$ cat config.mk
export PLATFORM = sky130hd
export DESIGN_NAME = change_dispenser_flat
export DESIGN_NICKNAME = d
export VERILOG_FILES = /design/src/rtl/change_dispenser_if.sv /design/src/rtl/change_dispenser.sv /design/src/flat_wrapper.sv
export SDC_FILE = /design/constraint.sdc
export NUM_CORES = 1
export LEC_CHECK = 0
export ABC_AREA = 1
export BUFFER_PORTS_ARGS = -buffer_cell sky130_fd_sc_hd__buf_2
export CAP_MARGIN = 40
export CORE_UTILIZATION = 45
export CTS_CLUSTER_SIZE = 40
export DETAILED_ROUTE_END_ITERATION = 10
export PLACE_DENSITY = 0.67
export SLEW_MARGIN = 20
export SYNTH_ARGS = -nofsm -noshare
export SYNTH_HDL_FRONTEND = slang
export SYNTH_SLANG_ARGS = --single-unit
$ cat constraint.sdc
create_clock -name clk -period 4.3 [get_ports clk]
set_clock_uncertainty 0.15 [all_clocks]
set_input_delay 0.43 -clock clk [delete_from_list [all_inputs] [get_ports clk]]
set_output_delay 0.43 -clock clk [all_outputs]
set_load 0.005 [all_outputs]
$ cat src/rtl/change_dispenser_if.sv
// Payout bus between the vending controller, the change dispenser and the
// coin hoppers: request/amount in, per-coin eject handshake, status out.
interface change_dispenser_if #(
    parameter int W = 32
);
    logic         start;
    logic [W-1:0] amount;
    logic [2:0]   empty;
    logic         eject_ack;
    logic         eject_req;
    logic [1:0]   eject_sel;
    logic         busy;
    logic         done;
    logic         fault;
    logic [W-1:0] paid;
    logic [W-1:0] remaining;

    // Controller / hopper side: drives requests and acks, observes status.
    modport master (
        output start, amount, empty, eject_ack,
        input  eject_req, eject_sel, busy, done, fault, paid, remaining
    );

    // Dispenser side.
    modport slave (
        input  start, amount, empty, eject_ack,
        output eject_req, eject_sel, busy, done, fault, paid, remaining
    );
endinterface

$ cat src/rtl/change_dispenser.sv
// Greedy change payout over the 10/5/1 coin hoppers. One coin per req/ack
// handshake; hoppers that are empty or never ack are skipped, and whatever
// cannot be paid is left in `remaining` with `fault` raised.
//
// state    | meaning
// ---------+----------------------------------------------------------
// IDLE     | waiting for start; results of last payout held
// SELECT   | pick largest eligible coin, or finish
// REQ      | eject_req high, waiting for ack or hopper timeout
// WAIT_REL | coin counted, waiting for hopper to drop ack
// DONE     | one-cycle done pulse, then back to IDLE
module change_dispenser #(
    parameter int W       = 32,
    parameter int TIMEOUT = 15
) (
    input  logic              clk,
    input  logic              reset,
    change_dispenser_if.slave bus
);
    // Counter only needs to reach TIMEOUT-1.
    localparam int CW = (TIMEOUT > 2) ? $clog2(TIMEOUT) : 1;

    localparam logic [1:0] SEL_NONE = 2'b00;
    localparam logic [1:0] SEL_10   = 2'b01;
    localparam logic [1:0] SEL_5    = 2'b10;
    localparam logic [1:0] SEL_1    = 2'b11;

    typedef enum logic [2:0] {
        S_IDLE,
        S_SELECT,
        S_REQ,
        S_WAIT_REL,
        S_DONE
    } state_t;

    state_t        state_q,  state_d;
    logic [W-1:0]  rem_q,    rem_d;
    logic [W-1:0]  paid_q,   paid_d;
    logic          fault_q,  fault_d;
    logic          busy_q,   busy_d;
    logic          done_q,   done_d;
    logic          req_q,    req_d;
    logic [1:0]    sel_q,    sel_d;
    logic [2:0]    failed_q, failed_d;
    logic [CW-1:0] cnt_q,    cnt_d;

    logic [W-1:0]  coin;
    logic [2:0]    coin_bit;
    logic [2:0]    elig;

    // Value and hopper-mask bit of the coin currently being requested.
    always_comb begin
        coin     = '0;
        coin_bit = 3'b000;
        case (sel_q)
            SEL_10:  begin coin = W'(10); coin_bit = 3'b100; end
            SEL_5:   begin coin = W'(5);  coin_bit = 3'b010; end
            SEL_1:   begin coin = W'(1);  coin_bit = 3'b001; end
            default: begin coin = '0;     coin_bit = 3'b000; end
        endcase
    end

    // A denomination is eligible if it still fits and its hopper is usable.
    always_comb begin
        elig[2] = (rem_q >= W'(10)) && !bus.empty[2] && !failed_q[2];
        elig[1] = (rem_q >= W'(5))  && !bus.empty[1] && !failed_q[1];
        elig[0] = (rem_q >= W'(1))  && !bus.empty[0] && !failed_q[0];
    end

    // Next-state and next-output computation for the payout sequence.
    always_comb begin
        state_d  = state_q;
        rem_d    = rem_q;
        paid_d   = paid_q;
        fault_d  = fault_q;
        busy_d   = busy_q;
        done_d   = 1'b0;
        req_d    = req_q;
        sel_d    = sel_q;
        failed_d = failed_q;
        cnt_d    = cnt_q;

        case (state_q)
            S_IDLE: begin
                if (bus.start) begin
                    rem_d    = bus.amount;
                    paid_d   = '0;
                    fault_d  = 1'b0;
                    failed_d = 3'b000;
                    busy_d   = 1'b1;
                    state_d  = S_SELECT;
                end
            end
            S_SELECT: begin
                cnt_d = '0;
                if (elig[2]) begin
                    sel_d   = SEL_10;
                    req_d   = 1'b1;
                    state_d = S_REQ;
                end else if (elig[1]) begin
                    sel_d   = SEL_5;
                    req_d   = 1'b1;
                    state_d = S_REQ;
                end else if (elig[0]) begin
                    sel_d   = SEL_1;
                    req_d   = 1'b1;
                    state_d = S_REQ;
                end else begin
                    fault_d = (rem_q != '0);
                    done_d  = 1'b1;
                    state_d = S_DONE;
                end
            end
            S_REQ: begin
                // An ack on the final timeout cycle still counts the coin.
                if (bus.eject_ack) begin
                    rem_d   = rem_q - coin;
                    paid_d  = paid_q + coin;
                    req_d   = 1'b0;
                    sel_d   = SEL_NONE;
                    state_d = S_WAIT_REL;
                end else if (cnt_q == CW'(TIMEOUT - 1)) begin
                    failed_d = failed_q | coin_bit;
                    req_d    = 1'b0;
                    sel_d    = SEL_NONE;
                    state_d  = S_SELECT;
                end else begin
                    cnt_d = cnt_q + CW'(1);
                end
            end
            S_WAIT_REL: begin
                if (!bus.eject_ack) begin
                    state_d = S_SELECT;
                end
            end
            S_DONE: begin
                busy_d  = 1'b0;
                state_d = S_IDLE;
            end
            default: begin
                state_d = S_IDLE;
                busy_d  = 1'b0;
                req_d   = 1'b0;
                sel_d   = SEL_NONE;
            end
        endcase
    end

    // State and registered outputs; reset drops eject_req immediately.
    always_ff @(posedge clk or negedge reset) begin
        if (!reset) begin
            state_q  <= S_IDLE;
            rem_q    <= '0;
            paid_q   <= '0;
            fault_q  <= 1'b0;
            busy_q   <= 1'b0;
            done_q   <= 1'b0;
            req_q    <= 1'b0;
            sel_q    <= SEL_NONE;
            failed_q <= 3'b000;
            cnt_q    <= '0;
        end else begin
            state_q  <= state_d;
            rem_q    <= rem_d;
            paid_q   <= paid_d;
            fault_q  <= fault_d;
            busy_q   <= busy_d;
            done_q   <= done_d;
            req_q    <= req_d;
            sel_q    <= sel_d;
            failed_q <= failed_d;
            cnt_q    <= cnt_d;
        end
    end

    assign bus.eject_req = req_q;
    assign bus.eject_sel = sel_q;
    assign bus.busy      = busy_q;
    assign bus.done      = done_q;
    assign bus.fault     = fault_q;
    assign bus.paid      = paid_q;
    assign bus.remaining = rem_q;

endmodule

$ cat src/flat_wrapper.sv
// flat-port wrapper written by rule: the top's interface ports become plain ports
module change_dispenser_flat 
#(
    parameter int W       = 32,
    parameter int TIMEOUT = 15
)
  (clk, reset, bus_start, bus_amount, bus_empty, bus_eject_ack, bus_eject_req, bus_eject_sel, bus_busy, bus_done, bus_fault, bus_paid, bus_remaining);
  change_dispenser_if #(.W(W)) bus_i ();
  input  logic clk;
  input  logic reset;
  input wire logic [$bits(bus_i.start)-1:0] bus_start;
  input wire logic [$bits(bus_i.amount)-1:0] bus_amount;
  input wire logic [$bits(bus_i.empty)-1:0] bus_empty;
  input wire logic [$bits(bus_i.eject_ack)-1:0] bus_eject_ack;
  output wire logic [$bits(bus_i.eject_req)-1:0] bus_eject_req;
  output wire logic [$bits(bus_i.eject_sel)-1:0] bus_eject_sel;
  output wire logic [$bits(bus_i.busy)-1:0] bus_busy;
  output wire logic [$bits(bus_i.done)-1:0] bus_done;
  output wire logic [$bits(bus_i.fault)-1:0] bus_fault;
  output wire logic [$bits(bus_i.paid)-1:0] bus_paid;
  output wire logic [$bits(bus_i.remaining)-1:0] bus_remaining;
  assign bus_i.start = bus_start;
  assign bus_i.amount = bus_amount;
  assign bus_i.empty = bus_empty;
  assign bus_i.eject_ack = bus_eject_ack;
  assign bus_eject_req = bus_i.eject_req;
  assign bus_eject_sel = bus_i.eject_sel;
  assign bus_busy = bus_i.busy;
  assign bus_done = bus_i.done;
  assign bus_fault = bus_i.fault;
  assign bus_paid = bus_i.paid;
  assign bus_remaining = bus_i.remaining;
  change_dispenser #(.W(W), .TIMEOUT(TIMEOUT)) u_core (.clk(clk), .reset(reset), .bus(bus_i));
endmodule
; ---- Word level (Yosys, flattened, before mapping)
; Cells that the tools add are included.
; W data, S select, Z words.
[totals]
output_inout_bits = 70
word_cells = 110
inputBits = 39
reg_bits = 80
[classes]
n_eq_ne = 19
n_bitwise = 3
n_mux = 46
magnitude_cmp = 3
addsub = 3
reduce_logical = 26
[op_table]
columns = cell, n
row1 = $mux W32, 4
row2 = $pmux W32 S2, 2
row3 = $add A32 B4 Y32, 1
row4 = $ge A32 B1 Y1 const B, 1
row5 = $ge A32 B3 Y1 const B, 1
row6 = $ge A32 B4 Y1 const B, 1
row7 = $reduce_bool A32 Y1, 1
row8 = $sub A32 B4 Y32, 1
row9 = $mux W3, 10
row10 = $ne A2 B2 Y1 const B, 8
row11 = $mux W1, 14
row12 = $pmux W3 S4, 1
row13 = $pmux W4 S3, 1
row14 = $reduce_and A3 Y1, 4
row15 = $mux W2, 5
row16 = $pmux W3 S3, 1
row17 = $mux W4, 2
row18 = $pmux W4 S2, 1
row19 = $eq A3 B2 Y1 const B, 2
row20 = $logic_and A1 B1 Y1, 6
row21 = $logic_not A1 Y1, 6
row22 = $pmux W2 S3, 1
row23 = $pmux W3 S2, 1
row24 = $reduce_bool A2 Y1, 3
row25 = other kinds (18), 22

; ---- Logic depth before layout (Yosys ltp)
[depth]
depth_word = 7
depth_mapped = 16

; ---- Worst setup path before layout
; OpenSTA, ideal clock, no wires.
[synth_path]
kind = flip-flop to flip-flop
startpoint = register u_core.sel_q[1], in the netlist u_core.bus.eject_sel[1]
endpoint = register u_core.rem_q[28], in the netlist u_core.bus.remaining[28]
t_arrival_ns = 2.322
synth_period_minus_slack_ns = 2.598
path_buffers = 0
path_slack_ns = 1.702
stages_incl_launch_ff = 14
cell_sequence = dfrtp_1 -> nor2_1 -> inv_1 -> fa_1 -> nand2_1 -> nand2_1 -> a21oi_1 -> nand3_1 -> nor2_1 -> nand2_1 -> nand2_1 -> nand3_1 -> nand2_1 -> o21ai_0
[synth_via]
elab_chain_len = 5
[synth_rtl]
columns = element, line
row1 = "start, declared", change_dispenser.sv:43  ; logic [1:0] sel_q, sel_d;
row2 = "start signal, assigned", change_dispenser.sv:170  ; sel_q <= sel_d;
row3 = $eq A2 B2 Y1 / $eq A2 B1 Y1 (equally long branches), change_dispenser.sv:55  ; case (sel_q)
row4 = $pmux W4 S3 *, change_dispenser.sv:55
row5 = $sub A32 B4 Y32 *, change_dispenser.sv:117  ; rem_d = rem_q - coin;
row6 = $mux W32 *, change_dispenser.sv:116  ; if (bus.eject_ack) begin
row7 = $pmux W32 S2 *, change_dispenser.sv:83  ; case (state_q)
row8 = "end signal, assigned", change_dispenser.sv:164  ; rem_q <= rem_d;
row9 = "end, declared", change_dispenser.sv:37  ; logic [W-1:0] rem_q, rem_d;
; Every way passes the cells marked *; elsewhere a longest branch is shown, timed or not. The select of a mux whose other input is x is not followed.
; A chain may end at the register's enable or synchronous reset.

; ---- Worst setup path after layout
[layout_path]
startpoint = register u_core.sel_q[1], in the netlist u_core.bus.eject_sel[1]
endpoint = register u_core.rem_q[22], in the netlist u_core.bus.remaining[22]
; Same word-level chain as after synthesis.

==> flow_summary.ini <==
[status]
run_status = complete, no violations

[logic_synthesis]
synthesis.yosys.warnings = 0
async_flop_share_pct = 100
synthCells = 848
synth_top_area_share_pct = 35.7
synth.top_cells.by_area = sky130_fd_sc_hd__dfrtp_1 (36%), sky130_fd_sc_hd__nand2_1 (16%), sky130_fd_sc_hd__nor2_1 (7.9%), sky130_fd_sc_hd__inv_1 (7.0%), sky130_fd_sc_hd__nand3_1 (5.5%)
postSynthAreaPerCell_um2 = 6.61
synth_seq_area_share_pct = 35.7
synth_nets = 899
netlist_area_um2 = 5610
ys_dominant_reg_cell = sky130_fd_sc_hd__dfrtp_1
synthDominantAreaCellType = sky130_fd_sc_hd__dfrtp_1
netlist-cell-type-count = 40
synth_edf_count = 0
postSynthRegisterBits = 80

[timing]
hold_viol = 0
maxClockFrequency_mhz = 324
slew_headroom_pct = 59.2
min_hold_slack_ps = 182
finalMaxSlewViolations = 0
max_slew.worst_pin.slew_ps = 607
post_route_clock_period_utilization_pct = 71.8
timing.final.setup_violations = 0
final_period_minus_worst_setup_slack_ps = 3090
setup_repair_after_global_routing_missed_its_margin = false
timing.setup.tns_ps = 0

[final_layout]
areaGrowthSynthToFinish_pct = 17.9
nNetsFinal = 1000
final_layout_size_suffix_gt1_share_pct = 15.8
final_core_utilization_pct = 54.8
fin_area_um2 = 6610
nFillCells = 1215
diodes = 0

[cts]
cts_post_setup_buffers_inserted = 0
clock_latency_ps = 350
clk_transition_reported_paths_ps = 60
root_buffer_selected_by_cts = sky130_fd_sc_hd__clkbuf_16
cts_resized = 0
clock_path_buffers = 2
tritoncts = built
cts_made_buffers = 9
cts_htree_levels = 3
numClockSinks = 80

[floorplanning]
die_outline_height_um = 114
die-area_um2 = 12900
num_rows = 40
core_region_area_um2 = 12100
io_pins = 109
die-width_um = 114
initial_core_util_pct = 46.5

[placed_design]
portbufs = 108
placedInstanceArea_um2 = 6250
post_detailed_placement_half_perimeter_wirelength_um = 11800
gp_congestion = 0.904

[global_routing]
grt_ovf = 0
use_met1_pct = 36.0
antenna_violations_before_repair = 0
grt_start_max_net_pins = 74
grt_first_pass_wirelength_um = 26500
global_route.usage.met2_pct = 41.1
global_route.peak_usage_layer = met2
via_count_of_the_first_global_routing_pass = 5411
grt_usage_pct = 26.2
met3_track_demand_over_resource_in_global_routing_pct = 4.09

[worst_setup_path]
cp-end-kind = flip-flop
crit_path_start_kind = flip-flop
worst-endpoint-required_ps = 4390
worst_path_maximum_fanout = 7
rrSetupSlack_ps = 1210
cp.arrival_ps = 3170
timing.setup.critical_path_class = reg -> reg

[run]
cap_violations = 0

[min_path]
timing.hold.worst.class = in -> reg

[drt]
drcViolationCount = 0
detailroute.via_count = 5906
route.detailed.wl_per_inst_um = 14.3
detail_route.iter0.violations = 420
post_drt_via_cell_ratio = 5.26
dr.pass1.iters = 5
remaining_antenna_violation_count_after_routing = 0
wirelength_um = 16100

[power_and_ir_drop]
vdd.ir_drop.worst_uv = 324
cellLeakagePower_uw = 0.00330
power_density_nw_per_um2 = 623
[path summary, 6_finish.rpt]
path	cells past startpoint	from	end
min in group asynchronous	2	reset	u_core.bus.paid[17]
setup reg to reg	13	u_core.bus.eject_sel[1]	u_core.bus.remaining[22]
max in group asynchronous	3	reset	u_core.bus.remaining[31]
hold / removal	3	bus_amount[7]	u_core.bus.remaining[7]
setup / recovery	13	u_core.bus.eject_sel[1]	u_core.bus.remaining[22]
hold reg to reg	1	u_core.cnt_q[3]	u_core.cnt_q[3]
[cells in the mapped netlist (2+ instances only)]
| library cell | instances |
|---|---|
| sky130_fd_sc_hd__nor2_4 | 2 |
| sky130_fd_sc_hd__nor3_1 | 21 |
| sky130_fd_sc_hd__o22ai_1 | 3 |
| sky130_fd_sc_hd__o21bai_1 | 2 |
| sky130_fd_sc_hd__inv_1 | 104 |
| sky130_fd_sc_hd__nor3_2 | 2 |
| sky130_fd_sc_hd__and2_1 | 2 |
| sky130_fd_sc_hd__inv_2 | 4 |
| sky130_fd_sc_hd__nor2_8 | 2 |
| sky130_fd_sc_hd__o21ai_0 | 62 |
| sky130_fd_sc_hd__fa_1 | 2 |
| sky130_fd_sc_hd__nor2_2 | 3 |
| sky130_fd_sc_hd__ha_1 | 10 |
| sky130_fd_sc_hd__nand3_1 | 62 |
| sky130_fd_sc_hd__buf_2 | 10 |
| sky130_fd_sc_hd__buf_6 | 3 |
| sky130_fd_sc_hd__nand2_2 | 2 |
| sky130_fd_sc_hd__a211oi_1 | 2 |
| sky130_fd_sc_hd__o21ai_1 | 9 |
| sky130_fd_sc_hd__a31oi_1 | 2 |
| sky130_fd_sc_hd__a21oi_1 | 30 |
| sky130_fd_sc_hd__buf_4 | 2 |
| sky130_fd_sc_hd__nand2_4 | 3 |
| sky130_fd_sc_hd__clkbuf_1 | 6 |
| sky130_fd_sc_hd__o211ai_1 | 10 |
| sky130_fd_sc_hd__nand4_1 | 30 |
| sky130_fd_sc_hd__nand2_1 | 240 |
| sky130_fd_sc_hd__dfrtp_1 | 80 |
| sky130_fd_sc_hd__xor2_1 | 6 |
| sky130_fd_sc_hd__nor2_1 | 118 |
| sky130_fd_sc_hd__o21a_1 | 2 |
| sky130_fd_sc_hd__or2_2 | 4 |
[critical path, cell delays in order, from the launching register on]
cell	delay (ps)
sky130_fd_sc_hd__dfrtp_1	460
sky130_fd_sc_hd__nor2_1	370
sky130_fd_sc_hd__inv_1	160
sky130_fd_sc_hd__fa_1	430
sky130_fd_sc_hd__nand2_1	90
sky130_fd_sc_hd__nand2_1	70
sky130_fd_sc_hd__a21oi_1	360
sky130_fd_sc_hd__nand2_1	190
sky130_fd_sc_hd__nor2_1	160
sky130_fd_sc_hd__nand2_1	140
sky130_fd_sc_hd__nor2_1	200
sky130_fd_sc_hd__nand2_1	70
sky130_fd_sc_hd__o21ai_1	80
sky130_fd_sc_hd__nor2_1	50
[layout by cell type (no fill, tap or decap), types with 2 or more instances in the layout]
cell                           n
sky130_fd_sc_hd__clkbuf_16     9
sky130_fd_sc_hd__o21ai_0      62
sky130_fd_sc_hd__inv_1       104
sky130_fd_sc_hd__clkinvlp_4    3
sky130_fd_sc_hd__dfrtp_1      80
sky130_fd_sc_hd__a211oi_1      2
sky130_fd_sc_hd__nor2_1      118
sky130_fd_sc_hd__nand2_4       3
sky130_fd_sc_hd__a31oi_1       2
sky130_fd_sc_hd__nor3_1       21
sky130_fd_sc_hd__nand2_1     240
sky130_fd_sc_hd__buf_2       107
sky130_fd_sc_hd__fa_1          2
sky130_fd_sc_hd__and2_1        2
sky130_fd_sc_hd__nor2_4        2
sky130_fd_sc_hd__buf_4         3
sky130_fd_sc_hd__o211ai_1     10
sky130_fd_sc_hd__o22ai_1       3
sky130_fd_sc_hd__nor2_8        2
sky130_fd_sc_hd__ha_1         10
sky130_fd_sc_hd__inv_2         4
sky130_fd_sc_hd__nor2_2        3
sky130_fd_sc_hd__or2_2         4
sky130_fd_sc_hd__nand2_2       2
sky130_fd_sc_hd__o21bai_1      2
sky130_fd_sc_hd__bufinv_16     2
sky130_fd_sc_hd__xor2_1        6
sky130_fd_sc_hd__nand4_1      30
sky130_fd_sc_hd__a21oi_1      30
sky130_fd_sc_hd__nand3_1      62
sky130_fd_sc_hd__nor3_2        2
sky130_fd_sc_hd__o21ai_1       9
sky130_fd_sc_hd__o21a_1        2
[flip-flops by register name, indices dropped and copies added, names as in the netlist]
register	count
u_core.bus.paid	32
u_core.bus.remaining	32
u_core.cnt_q	4
u_core.failed_q	3
u_core.state_q	3
u_core.bus.eject_sel	2
u_core.bus.busy	1
u_core.bus.done	1
u_core.bus.eject_req	1
u_core.bus.fault	1
[per-stage QoR]
stage / setup slack [ps] / cells / total power, uW
floorplan: 1700 / 848 / 2650
global placement: 1380 / 1104 / 3210
detailed placement: 1270 / 1104 / 3230
CTS: 1240 / 1121 / 4090
global route: 931 / 1122 / 4460
finish: 1210 / 1122 / 4120
[kinds of logic (layout without fill, tap and decap cells)]
family          Yosys count  count (layout)  synth area share, %
fa+ha+maj                12              12                 2.95
simple gates            493             493                 38.3
compound gates          125             125                 12.3
xor+xnor                  7               7                 1.09
buf+inv                 131             237                 9.66
flops                    80              80                 35.7
[layout make-up]
class	count	area, um2	share of cell area [%]
clock inverter	7	96.3	1.46
clock buffer	9	225	3.41
tap	168	210	3.18
timing repair buffer	112	596	9.01
inverter	109	417	6.30
multi-input combinational	637	3060	46.3
sequential	80	2000	30.3
[report_power, final]
part           internal [uW]  total [uW]  switching [uW]
combinational            665        1990            1330
clock                    509         850             341
sequential               984        1270             289
total                   2160        4120            1960
[repair_timing]
| item | 4_1_cts | 5_1_grt |
|---|---|---|
| hold buffers | 1 | 0 |
| endpoints found under the hold margin | 44 | 0 |
| endpoints found under the setup margin | 0 | 0 |
[metal layers]
| layer | routed length [um] | part of all wire (%) |
|---|---|---|
| met5 | 0 | 0 |
| met3 | 911 | 5.7 |
| met4 | 379 | 2.4 |
| met1 | 7510 | 47 |
| met2 | 7300 | 45 |
(Power assumes the default switching activity.)
